$ cat src/rtl/mux2to1_arbiter.sv
// Round-robin arbiter sharing one registered SIZE-bit output channel between two
// valid/ready requesters; drives the shared 2:1 mux select and tags each word with its source.
module mux2to1_arbiter #(
  parameter int SIZE = 16
) (
  input  logic            clk,
  input  logic            rst,
  input  logic            req0_valid,
  input  logic [SIZE-1:0] req0_data,
  output logic            req0_ready,
  input  logic            req1_valid,
  input  logic [SIZE-1:0] req1_data,
  output logic            req1_ready,
  output logic            switch,
  output logic            out_valid,
  output logic [SIZE-1:0] out_data,
  output logic            out_src,
  input  logic            out_ready
);

  typedef enum logic {EMPTY = 1'b0, FULL = 1'b1} state_e;

  state_e          state_q, state_d;
  logic            last_q, last_d;
  logic [SIZE-1:0] data_q, data_d;
  logic            src_q, src_d;

  logic            any_req, g, can_load, load;
  logic [SIZE-1:0] mux_data;

  // A draining register may reload in the same cycle, keeping 1 word/cycle.
  always_comb begin
    any_req  = req0_valid | req1_valid;
    g        = (req0_valid & req1_valid) ? ~last_q : req1_valid;
    can_load = (state_q == EMPTY) | out_ready;
    load     = can_load & any_req;
  end

  assign mux_data = switch ? req1_data : req0_data;

  always_ff @(posedge clk or posedge rst) begin
    if (rst) begin
      state_q <= EMPTY;
      last_q  <= 1'b1;
      data_q  <= '0;
      src_q   <= 1'b0;
    end else begin
      state_q <= state_d;
      last_q  <= last_d;
      data_q  <= data_d;
      src_q   <= src_d;
    end
  end

  always_comb begin
    state_d = state_q;
    last_d  = last_q;
    data_d  = data_q;
    src_d   = src_q;
    if (load) begin
      state_d = FULL;
      data_d  = mux_data;
      src_d   = g;
      last_d  = g;
    end else if ((state_q == FULL) && out_ready) begin
      state_d = EMPTY;
    end
  end

  // Readies are masked while reset is held so nothing appears accepted.
  always_comb begin
    switch     = any_req ? g : last_q;
    req0_ready = ~rst & can_load & req0_valid & ~g;
    req1_ready = ~rst & can_load & req1_valid & g;
    out_valid  = (state_q == FULL);
    out_data   = data_q;
    out_src    = src_q;
  end

endmodule

$ cat config.mk
export PLATFORM = sky130hd
export DESIGN_NAME = mux2to1_arbiter
export DESIGN_NICKNAME = d
export VERILOG_FILES = /design/src/rtl/mux2to1_arbiter.sv
export SDC_FILE = /design/constraint.sdc
export NUM_CORES = 1
export LEC_CHECK = 0
export CAP_MARGIN = 20
export CORE_UTILIZATION = 35
export DETAILED_ROUTE_END_ITERATION = 6
export DONT_BUFFER_PORTS = 1
export SYNTH_ARGS = -nofsm -noshare
export SYNTH_HDL_FRONTEND = slang
export SYNTH_SLANG_ARGS = --single-unit
$ cat constraint.sdc
create_clock -name clk -period 1.9 [get_ports clk]
set_clock_uncertainty 0.05 [all_clocks]
set_input_delay 0.095 -clock clk [delete_from_list [all_inputs] [get_ports clk]]
set_output_delay 0.095 -clock clk [all_outputs]
set_load 0.01 [all_outputs]
Word level (Yosys, flattened, before mapping)
Cells that the tools add are included.
W data, S select, Z words.
{ "op_classes": {"add_sub_neg": 0, "multipliers": 0, "div": 0, "order_cmp": 0, "eq_ne": 0, "shift": 0, "muxes": 5, "bitwise_logic": 13, "reduce_logical": 2} }
{ "op_table": {"columns": ["cell", "count"], "rows": [
  ["$mux W16", 1],
  ["$and A1 B1 Y1", 7],
  ["$mux W1", 4],
  ["$not A1 Y1", 4],
  ["$or A1 B1 Y1", 2],
  ["$reduce_bool A2 Y1", 1],
  ["$logic_and A1 B1 Y1", 1]
]} }
{ "totals": {"register_bits": 19, "latch_bits": 0, "ramBits": 0, "romBits": 0, "in_bits": 37, "out_inout_bits": 21, "wordCells": 24, "memories": 0} }

Depth between registers and ports, before layout
Gate-level depths: netlist of the first run.
{ "logic_depth": {"ltp_word": 5, "depth_mapped": 6} }

Worst setup path after synthesis of the first run
Ideal clock, no wire load.
{ "synth_timing": {"path_type": "reg-to-reg", "startpoint": "reg last_q", "endpoint": "reg data_q[10], in the netlist out_data[10]", "setup_time_ps": 81, "arrival_ps": 1237, "t_required_ps": 1769, "path_slack_ps": 531, "stages_incl_launch_ff": 6, "path_buffers": 2, "synth_period_minus_slack_ps": 1369, "path_cell_list": "dfstp_2 and2_1 clkbuf_2 buf_2 o21ai_0 a31oi_2"} }
{ "synth_between": {"elab_chain_len": 4} }
{ "synth_lines": {"columns": ["item", "line_no", "text"], "rows": [
  ["from (decl)", "24", "logic last_q, last_d;"],
  ["from (signal assigned)", "49", "last_q <= last_d;"],
  ["$not A1 Y1", "34", "g = (req0_valid & req1_valid) ? ~last_q : req1_valid;"],
  ["$mux W1", "34", null],
  ["$mux W1 (*)", "72", "switch = any_req ? g : last_q;"],
  ["$mux W16 (*)", "39", "assign mux_data = switch ? req1_data : req0_data;"],
  ["to (signal assigned)", "50", "data_q <= data_d;"],
  ["to (decl)", "25", "logic [SIZE-1:0] data_q, data_d;"]
]} }
Every way passes the cells marked *; elsewhere a longest branch is shown, timed or not.
A chain may end at the register's enable or synchronous reset.

Worst setup path in the final report of the first run
{ "layout_timing": {"startpoint": "reg last_q", "endpoint": "out switch"} }
{ "layout_between": {"elab_chain_len": 3} }
{ "layout_lines": {"columns": ["item", "line_no", "text"], "rows": [
  ["$not A1 Y1", "34", null],
  ["$mux W1", "34", null],
  ["$mux W1 (*)", "72", null],
  ["to (decl)", "14", "output logic switch,"]
]} }
Marks and branches as above.

==> impl_results.html, run 1 <==
<table>
<tr><th>Metric</th><th>Value</th></tr>
<tr><th colspan="2">Place</th></tr>
<tr><td>Quantity of I/O buffers inserted on ports</td><td>0</td></tr>
<tr><td>Worst slack, placed</td><td>0.285 ns</td></tr>
<tr><td>Placer Congestion</td><td>0.651</td></tr>
<tr><td>Detailed placement HPWL</td><td>~1900 um</td></tr>
<tr><th colspan="2">Global route</th></tr>
<tr><td>Number of global-route vias before repair</td><td>1043</td></tr>
<tr><td>Number of antenna violations at the first check in global routing</td><td>0</td></tr>
<tr><td>Wire length of the first global-routing pass</td><td>roughly 4700 um</td></tr>
<tr><td>All-layer global routing usage</td><td>0.189</td></tr>
<tr><td>Maximum number of pins on one net before global-route repair</td><td>20</td></tr>
<tr><td>Gr ovfl total</td><td>0</td></tr>
<tr><th colspan="2">Timing</th></tr>
<tr><td>Unrepaired setup endpoints after global routing</td><td>no</td></tr>
<tr><td>Post-layout worst setup margin</td><td>between 0.15 and 0.2 ns</td></tr>
<tr><td>Setup-violating endpoint count in the final report</td><td>0</td></tr>
<tr><td>Headroom to the max-slew limit</td><td>0.400</td></tr>
<tr><td>Period minus WS final</td><td>~1.7 ns</td></tr>
<tr><td>Smallest hold slack</td><td>0.0397 ns</td></tr>
<tr><td>Final max-slew violation count</td><td>0</td></tr>
<tr><td>Fmax</td><td>0.583 GHz</td></tr>
<tr><td>Accumulated negative setup slack</td><td>0 ns</td></tr>
<tr><td>Period utilisation layout</td><td>0.903</td></tr>
<tr><td>Hold violation total from the final report</td><td>0</td></tr>
<tr><td>Transition time at the pin with the least slew margin</td><td>about 0.9 ns</td></tr>
<tr><th colspan="2">Cells and area</th></tr>
<tr><td>N_diodes</td><td>0</td></tr>
<tr><td>Layout-stage area growth over the synthesis result</td><td>34.0%</td></tr>
<tr><td>Count of nets after finishing</td><td>180</td></tr>
<tr><td>Post-route core utilization</td><td>0.503</td></tr>
<tr><td>Share of final-layout standard cells stronger than drive strength 1</td><td>0.134</td></tr>
<tr><th colspan="2">Routing</th></tr>
<tr><td>Number of detailed-routing iterations run before antenna repair</td><td>6</td></tr>
<tr><td>WL/cell</td><td>about 17 um</td></tr>
<tr><td>Antenna Violating Nets Remaining</td><td>0</td></tr>
<tr><td>Detailed-route wire length</td><td>2970 um</td></tr>
<tr><td>Total vias in the final route</td><td>~1000</td></tr>
<tr><td>Ratio of routed vias to standard cells</td><td>5.83</td></tr>
<tr><td>DR iter-0 viols</td><td>23</td></tr>
<tr><td>Remaining DRCs</td><td>3</td></tr>
<tr><th colspan="2">Logic synthesis</th></tr>
<tr><td>Fraction of post-synthesis cell area in the top cell type by area</td><td>0.428</td></tr>
<tr><td>Distinct cell type count of the synthesized netlist</td><td>22</td></tr>
<tr><td>Synthesized Nets</td><td>150</td></tr>
<tr><td>Total of flip-flops plus latches after synthesis</td><td>19</td></tr>
<tr><td>Cell taking the most area after synthesis</td><td>dfrtp_1</td></tr>
<tr><td>Syn avg cell area</td><td>9.31 um2</td></tr>
<tr><td>Part of the Yosys area used for sequential elements</td><td>0.453</td></tr>
<tr><td>Top area cells in the synthesized netlist</td><td>dfrtp_1 (43%), a31oi_2 (12%), a21oi_1 (8.1%), nand3_1 (8.1%), o21ai_0 (7.6%)</td></tr>
<tr><td>Synthesized netlist cell count</td><td>113</td></tr>
<tr><td>Count of warnings emitted by yosys</td><td>0</td></tr>
<tr><td>Post-synth design cell area</td><td>about 1100 um2</td></tr>
<tr><th colspan="2">Setup path</th></tr>
<tr><td>Data required time at the worst endpoint</td><td>1.75 ns</td></tr>
<tr><td>Worst R2R Start</td><td>last_q$_DFFE_PP1P_</td></tr>
<tr><td>Reg2Reg Depth</td><td>3</td></tr>
<tr><td>Crit. End Element</td><td>output port</td></tr>
<tr><td>Data arrival time at the worst-slack endpoint</td><td>1.57 ns</td></tr>
<tr><td>Cell occurring most often along the worst timing path</td><td>nor2_1</td></tr>
<tr><td>Max stage delay on crit path</td><td>0.68 ns</td></tr>
<tr><td>Worst Path Max Fanout</td><td>17</td></tr>
<tr><td>CP startpoint</td><td>last_q$_DFFE_PP1P_</td></tr>
<tr><td>Reg2Reg Capture Point</td><td>out_data[6]$_DFFE_PP0P_</td></tr>
<tr><td>Kind of start point of the critical path</td><td>register</td></tr>
<tr><td>Kind of critical path</td><td>reg2out</td></tr>
<tr><td>Setup slack of the worst register-to-register path</td><td>0.23 ns</td></tr>
<tr><td>Critical-path top delay cell</td><td>nor2_1</td></tr>
<tr><td>Cell breakdown of the critical path</td><td>nor2_1 -&gt; nor2_1</td></tr>
<tr><th colspan="2">Clocking</th></tr>
<tr><td>Postcts setup bufs</td><td>0</td></tr>
<tr><td>Num CTS Buffers</td><td>3</td></tr>
<tr><td>Maximum buffer depth of the clock tree</td><td>2</td></tr>
<tr><td>Clock tree from TritonCTS</td><td>built</td></tr>
<tr><td>Sink count of the clock tree</td><td>19</td></tr>
<tr><td>CTS H-tree lvls</td><td>1</td></tr>
<tr><td>Master cell of the clock root buffer</td><td>clkbuf_4</td></tr>
<tr><td>Insertion delay to the later sink of the worst-skew pair</td><td>~0.29 ns</td></tr>
<tr><td>Clock edge transition at the registers on the reported setup and hold paths</td><td>between 0.1 and 0.15 ns</td></tr>
<tr><th colspan="2">Outcome</th></tr>
<tr><td>Result of the run</td><td>complete, but fails checks</td></tr>
<tr><td>Violated checks</td><td>DRC</td></tr>
<tr><th colspan="2">Power and ir drop</th></tr>
<tr><td>Power per cell area</td><td>796 nW/um2</td></tr>
<tr><td>IR Drop Worst-Case VDD</td><td>0.448 mV</td></tr>
<tr><td>Leakage dissipation</td><td>roughly 0.00053 uW</td></tr>
<tr><td>PnR Total Power</td><td>1120 uW</td></tr>
<tr><th colspan="2">Min path</th></tr>
<tr><td>Hold path cells</td><td>2</td></tr>
<tr><td>Startpoint of the lowest-slack hold path</td><td>req1_valid</td></tr>
<tr><td>Class of the worst hold path</td><td>in2reg</td></tr>
<tr><td>Hold Path Sink</td><td>out_src$_DFFE_PP0P_</td></tr>
<tr><th colspan="2">Floorplan</th></tr>
<tr><td>Die outline area</td><td>between 3000 and 4000 um2</td></tr>
<tr><td>Initial core utilization</td><td>0.375</td></tr>
<tr><td>Core outline area</td><td>2810 um2</td></tr>
<tr><td>Top Ports</td><td>between 50 and 60</td></tr>
<tr><td>Number of placement rows</td><td>19</td></tr>
<tr><td>Die width</td><td>roughly 57 um</td></tr>
<tr><td>Die Ht</td><td>56.8 um</td></tr>
<tr><th colspan="2">Run</th></tr>
<tr><td>Max-capacitance violation count</td><td>0</td></tr>
</table>
cell usage in the layout, fill, tap and decap left out, types with 2 or more instances in the layout:
| master | instances |
|---|---|
| a21oi_1 | 17 |
| a31oi_1 | 7 |
| a31oi_2 | 10 |
| buf_4 | 2 |
| clkbuf_4 | 3 |
| dfrtp_1 | 18 |
| dlygate4sd3_1 | 35 |
| nand2_1 | 2 |
| nand2b_1 | 2 |
| nand3_1 | 17 |
| nor2_1 | 3 |
| o21ai_0 | 16 |
report_power, final:
group | leakage, uW | switching [uW] | internal [uW]
combinational | 0.000301 | 178 | 148
sequential | 0.000212 | 101 | 488
clock | 0.0000150 | 124 | 81.7
routing by layer:
metal | vias to the layer above | wire [um] | GRT usage
li1 | 473 | - | -
met4 | 0 | 68 | 0.0801
met1 | 475 | 1210 | 0.206
met3 | 10 | 194 | 0.0415
met5 | - | 0 | 0
met2 | 50 | 1500 | 0.349
worst max-delay path, delay by kind of cell (launching register included):
family | cells | cell delay, ns
DFF | 1 | 0.41
and+or+nand+nor | 2 | 0.86
cells in the mapped netlist:
master / instances
a21oi_1: 17
buf_2: 2
a31oi_1: 7
o21ai_0: 16
dfstp_2: 1
or2_1: 1
and2_4: 1
and2_1: 1
dfrtp_1: 18
a21bo_2: 1
nor2b_1: 1
nand3_1: 17
inv_1: 1
nand2b_1: 2
buf_6: 3
a31oi_2: 10
nor3_1: 1
clkbuf_2: 2
clkbuf_1: 5
or2_2: 1
nor2_1: 3
nand2_1: 2
stage by stage:
| stage | cells | instance area, um2 |
|---|---|---|
| finish | 173 | 1410 |
| detailed placement | 134 | 1030 |
| CTS | 173 | 1410 |
| global route | 173 | 1410 |
| global placement | 134 | 1030 |
| floorplan | 113 | 1050 |
final cells by class:
class | instances | area [um2]
fill | 273 | 1400
multi-input combinational | 81 | 499
sequential | 19 | 477
timing repair buffer | 37 | 365
tap | 31 | 38.8
clock buffer | 4 | 26.3
inverter | 1 | 3.75
sequential cells by signal, indices dropped and copies added, names as in the netlist:
register / flops
last_q: 1
out_data: 16
out_src: 1
out_valid: 1
kinds of logic (layout without fill, tap and decap cells):
| family | Yosys count | count (layout) | synth area share |
|---|---|---|---|
| buf+inv | 13 | 42 | 0.0725 |
| flops | 19 | 19 | 0.453 |
| simple gates | 30 | 30 | 0.147 |
| compound gates | 51 | 51 | 0.327 |
how the worst max path moves through the flow:
stage	depth (start not counted)	slack [ns]	end
finish	2	0.18	switch
global placement	3	0.31	out_data[5]$_DFFE_PP0P_
global route	2	0.07	switch
CTS	2	0.19	switch
floorplan	5	0.53	out_data[10]$_DFFE_PP0P_
detailed placement	3	0.29	out_data[4]$_DFFE_PP0P_
timing repair:
action                    in CTS  in global routing
hold buffers                  35                  0
hold endpoints to repair      36                  0
resized for setup              0                  0
Note: power is estimated with default switching activity, not from simulation.
==> run 2, diff against run 1 <==
--- a/config.mk
+++ b/config.mk
@@ -9,6 +9,8 @@
 export CORE_UTILIZATION = 35
 export DETAILED_ROUTE_END_ITERATION = 6
 export DONT_BUFFER_PORTS = 1
+export PLACE_DENSITY = 0.59
+export SLEW_MARGIN = 10
 export SYNTH_ARGS = -nofsm -noshare
 export SYNTH_HDL_FRONTEND = slang
 export SYNTH_SLANG_ARGS = --single-unit
==> run 2 against run 1 <==
  * Largest power group unchanged
  * First-iteration DRC count is 96% higher
  * Die area is the same
  * Largest cell class unchanged
  * Cell area rose by 0.98%
  * Critical path depth stayed put
  * Critical endpoint unchanged
  * The run still ends with DRC left
  * Sequential power hardly changed
  * Via count decreased by 2.7%
==> impl_results.html, run 2 (same netlist as run 1, synthesis figures left out) <==
<table>
<tr><th>Metric</th><th>Value</th></tr>
<tr><th colspan="2">Outcome</th></tr>
<tr><td>Result of the run</td><td>complete, but fails checks</td></tr>
<tr><td>Violated checks</td><td>DRC</td></tr>
<tr><th colspan="2">Routing</th></tr>
<tr><td>Number of detailed-routing iterations run before antenna repair</td><td>6</td></tr>
<tr><td>Detailed-route wire length</td><td>3130 um</td></tr>
<tr><td>Antenna Violating Nets Remaining</td><td>0</td></tr>
<tr><td>Remaining DRCs</td><td>7</td></tr>
<tr><td>DR iter-0 viols</td><td>45</td></tr>
<tr><td>WL/cell</td><td>~18 um</td></tr>
<tr><td>Ratio of routed vias to standard cells</td><td>around 5.6</td></tr>
<tr><td>Total vias in the final route</td><td>981</td></tr>
<tr><th colspan="2">Cells and area</th></tr>
<tr><td>Share of final-layout standard cells stronger than drive strength 1</td><td>0.147</td></tr>
<tr><td>Leading cell types in the layout, fill and taps excluded</td><td>dlygate4sd3_1 (35), dfrtp_1 (18), nand3_1 (17), a21oi_1 (17), o21ai_0 (16)</td></tr>
<tr><td>Layout-stage area growth over the synthesis result</td><td>35.3%</td></tr>
<tr><td>Count of nets after finishing</td><td>181</td></tr>
<tr><td>Flip-flop count of the largest register after layout</td><td>16</td></tr>
<tr><td>Most common cell after layout, fill and taps aside</td><td>dlygate4sd3_1</td></tr>
<tr><td>N_diodes</td><td>0</td></tr>
<tr><td>Post-route core utilization</td><td>0.508</td></tr>
<tr><th colspan="2">Clocking</th></tr>
<tr><td>Insertion delay to the later sink of the worst-skew pair</td><td>about 0.3 ns</td></tr>
<tr><td>Clock edge transition at the registers on the reported setup and hold paths</td><td>0.11 ns</td></tr>
<tr><td>CTS H-tree lvls</td><td>1</td></tr>
<tr><td>Clock tree from TritonCTS</td><td>built</td></tr>
<tr><td>Maximum buffer depth of the clock tree</td><td>2</td></tr>
<tr><td>Sink count of the clock tree</td><td>19</td></tr>
<tr><td>Master cell of the clock root buffer</td><td>clkbuf_4</td></tr>
<tr><td>Num CTS Buffers</td><td>3</td></tr>
<tr><th colspan="2">Global route</th></tr>
<tr><td>Number of global-route vias before repair</td><td>1077</td></tr>
<tr><td>Gr ovfl total</td><td>0</td></tr>
<tr><td>Maximum number of pins on one net before global-route repair</td><td>20</td></tr>
<tr><td>All-layer global routing usage</td><td>0.204</td></tr>
<tr><td>Wire length of the first global-routing pass</td><td>about 5100 um</td></tr>
<tr><td>Number of antenna violations at the first check in global routing</td><td>0</td></tr>
<tr><th colspan="2">Floorplan</th></tr>
<tr><td>Number of placement rows</td><td>19</td></tr>
<tr><td>Core outline area</td><td>2810 um2</td></tr>
<tr><td>Die width</td><td>56.8 um</td></tr>
<tr><td>Die Ht</td><td>approximately 57 um</td></tr>
<tr><td>Die outline area</td><td>3230 um2</td></tr>
<tr><td>Initial core utilization</td><td>0.375</td></tr>
<tr><td>Top Ports</td><td>58</td></tr>
<tr><th colspan="2">Setup path</th></tr>
<tr><td>Data arrival time at the worst-slack endpoint</td><td>roughly 1.6 ns</td></tr>
<tr><td>Worst Path Max Fanout</td><td>17</td></tr>
<tr><td>Data required time at the worst endpoint</td><td>about 1.8 ns</td></tr>
<tr><td>Crit. End Element</td><td>output port</td></tr>
<tr><td>Kind of critical path</td><td>reg2out</td></tr>
<tr><td>Kind of start point of the critical path</td><td>register</td></tr>
<tr><th colspan="2">Timing</th></tr>
<tr><td>Hold violation total from the final report</td><td>0</td></tr>
<tr><td>Headroom to the max-slew limit</td><td>0.492</td></tr>
<tr><td>Setup-violating endpoint count in the final report</td><td>0</td></tr>
<tr><td>Period utilisation layout</td><td>0.907</td></tr>
<tr><td>Accumulated negative setup slack</td><td>0 ns</td></tr>
<tr><td>Transition time at the pin with the least slew margin</td><td>about 0.76 ns</td></tr>
<tr><td>Unrepaired setup endpoints after global routing</td><td>no</td></tr>
<tr><td>Fmax</td><td>0.580 GHz</td></tr>
<tr><td>Final max-slew violation count</td><td>0</td></tr>
<tr><td>Period minus WS final</td><td>1.72 ns</td></tr>
<tr><th colspan="2">Place</th></tr>
<tr><td>Detailed placement HPWL</td><td>between 1500 and 2000 um</td></tr>
<tr><td>Placer Congestion</td><td>0.661</td></tr>
<tr><td>Quantity of I/O buffers inserted on ports</td><td>0</td></tr>
<tr><th colspan="2">Run</th></tr>
<tr><td>Max-capacitance violation count</td><td>0</td></tr>
<tr><th colspan="2">Power and ir drop</th></tr>
<tr><td>IR Drop Worst-Case VDD</td><td>0.353 mV</td></tr>
<tr><td>Power per cell area</td><td>between 700 and 800 nW/um2</td></tr>
<tr><td>Leakage dissipation</td><td>0.000533 uW</td></tr>
<tr><th colspan="2">Min path</th></tr>
<tr><td>Class of the worst hold path</td><td>in2reg</td></tr>
</table>
run 2: changes by cell type in the layout (fill, tap and decap cells not counted):
cell	before	now
buf_6	0	1
nor2_1	3	2
nor2_2	0	1
run 2: layer usage:
metal	vias to the layer above	wire (um)	GRT usage
met4	0	52	0.0662
met1	460	1280	0.240
met2	40	1610	0.371
met3	6	190	0.0392
li1	475	-	-
met5	-	0	0
run 2: metrics by stage:
stage | instances | setup slack [ns] | area (um2) | power, uW | hold slack [ns]
2_1_floorplan | 113 | 0.531 | 1050 | 816 | -0.00461
3_3_place_gp | 135 | 0.315 | 1040 | 854 | 0.0923
3_5_place_dp | 135 | 0.214 | 1040 | 866 | 0.115
4_1_cts | 174 | 0.130 | 1420 | 1140 | 0.0269
5_1_grt | 174 | 0.0504 | 1420 | 1210 | 0.0517
6_report | 174 | 0.177 | 1420 | 1140 | 0.0288
run 2: repair_timing:
action | in CTS | in global routing
setup buffers | 0 | 0
endpoints found under the hold margin | 36 | 0
endpoints found under the setup margin | 0 | 2
gates resized for setup | 0 | 2
hold buffers | 35 | 0
run 2: worst paths after layout:
kind	start	end	slack, ns	cells past startpoint
max	last_q$_DFFE_PP1P_	switch	0.18	2
min	req1_valid	out_src$_DFFE_PP0P_	0.03	2
max reg2reg	out_valid$_DFFE_PP0P_	last_q$_DFFE_PP1P_	0.21	5
min reg2reg	out_src$_DFFE_PP0P_	out_src$_DFFE_PP0P_	0.52	1
max in group asynchronous	rst	out_data[3]$_DFFE_PP0P_	1.02	2
min in group asynchronous	rst	out_valid$_DFFE_PP0P_	0.30	2
run 2: where the power goes:
part | leakage, uW | total [uW] | switching, uW | internal (uW)
logic | 0.000306 | 335 | 180 | 155
registers | 0.000212 | 589 | 101 | 488
clock network | 0.0000150 | 214 | 132 | 81.8
total | 0.000533 | 1140 | 413 | 725
run 2: worst max-delay path, stage by stage, from the launching register on:
cell and delay [ns]:
dfstp_2 0.61, and2_1 0.49, nor2_1 0.17
run 2: layout make-up:
| cell class | count | area, um2 |
|---|---|---|
| multi-input combinational | 81 | 502 |
| fill | 278 | 1380 |
| inverter | 1 | 3.75 |
| tap | 31 | 38.8 |
| clock buffer | 4 | 26.3 |
| timing repair buffer | 38 | 377 |
| sequential | 19 | 477 |
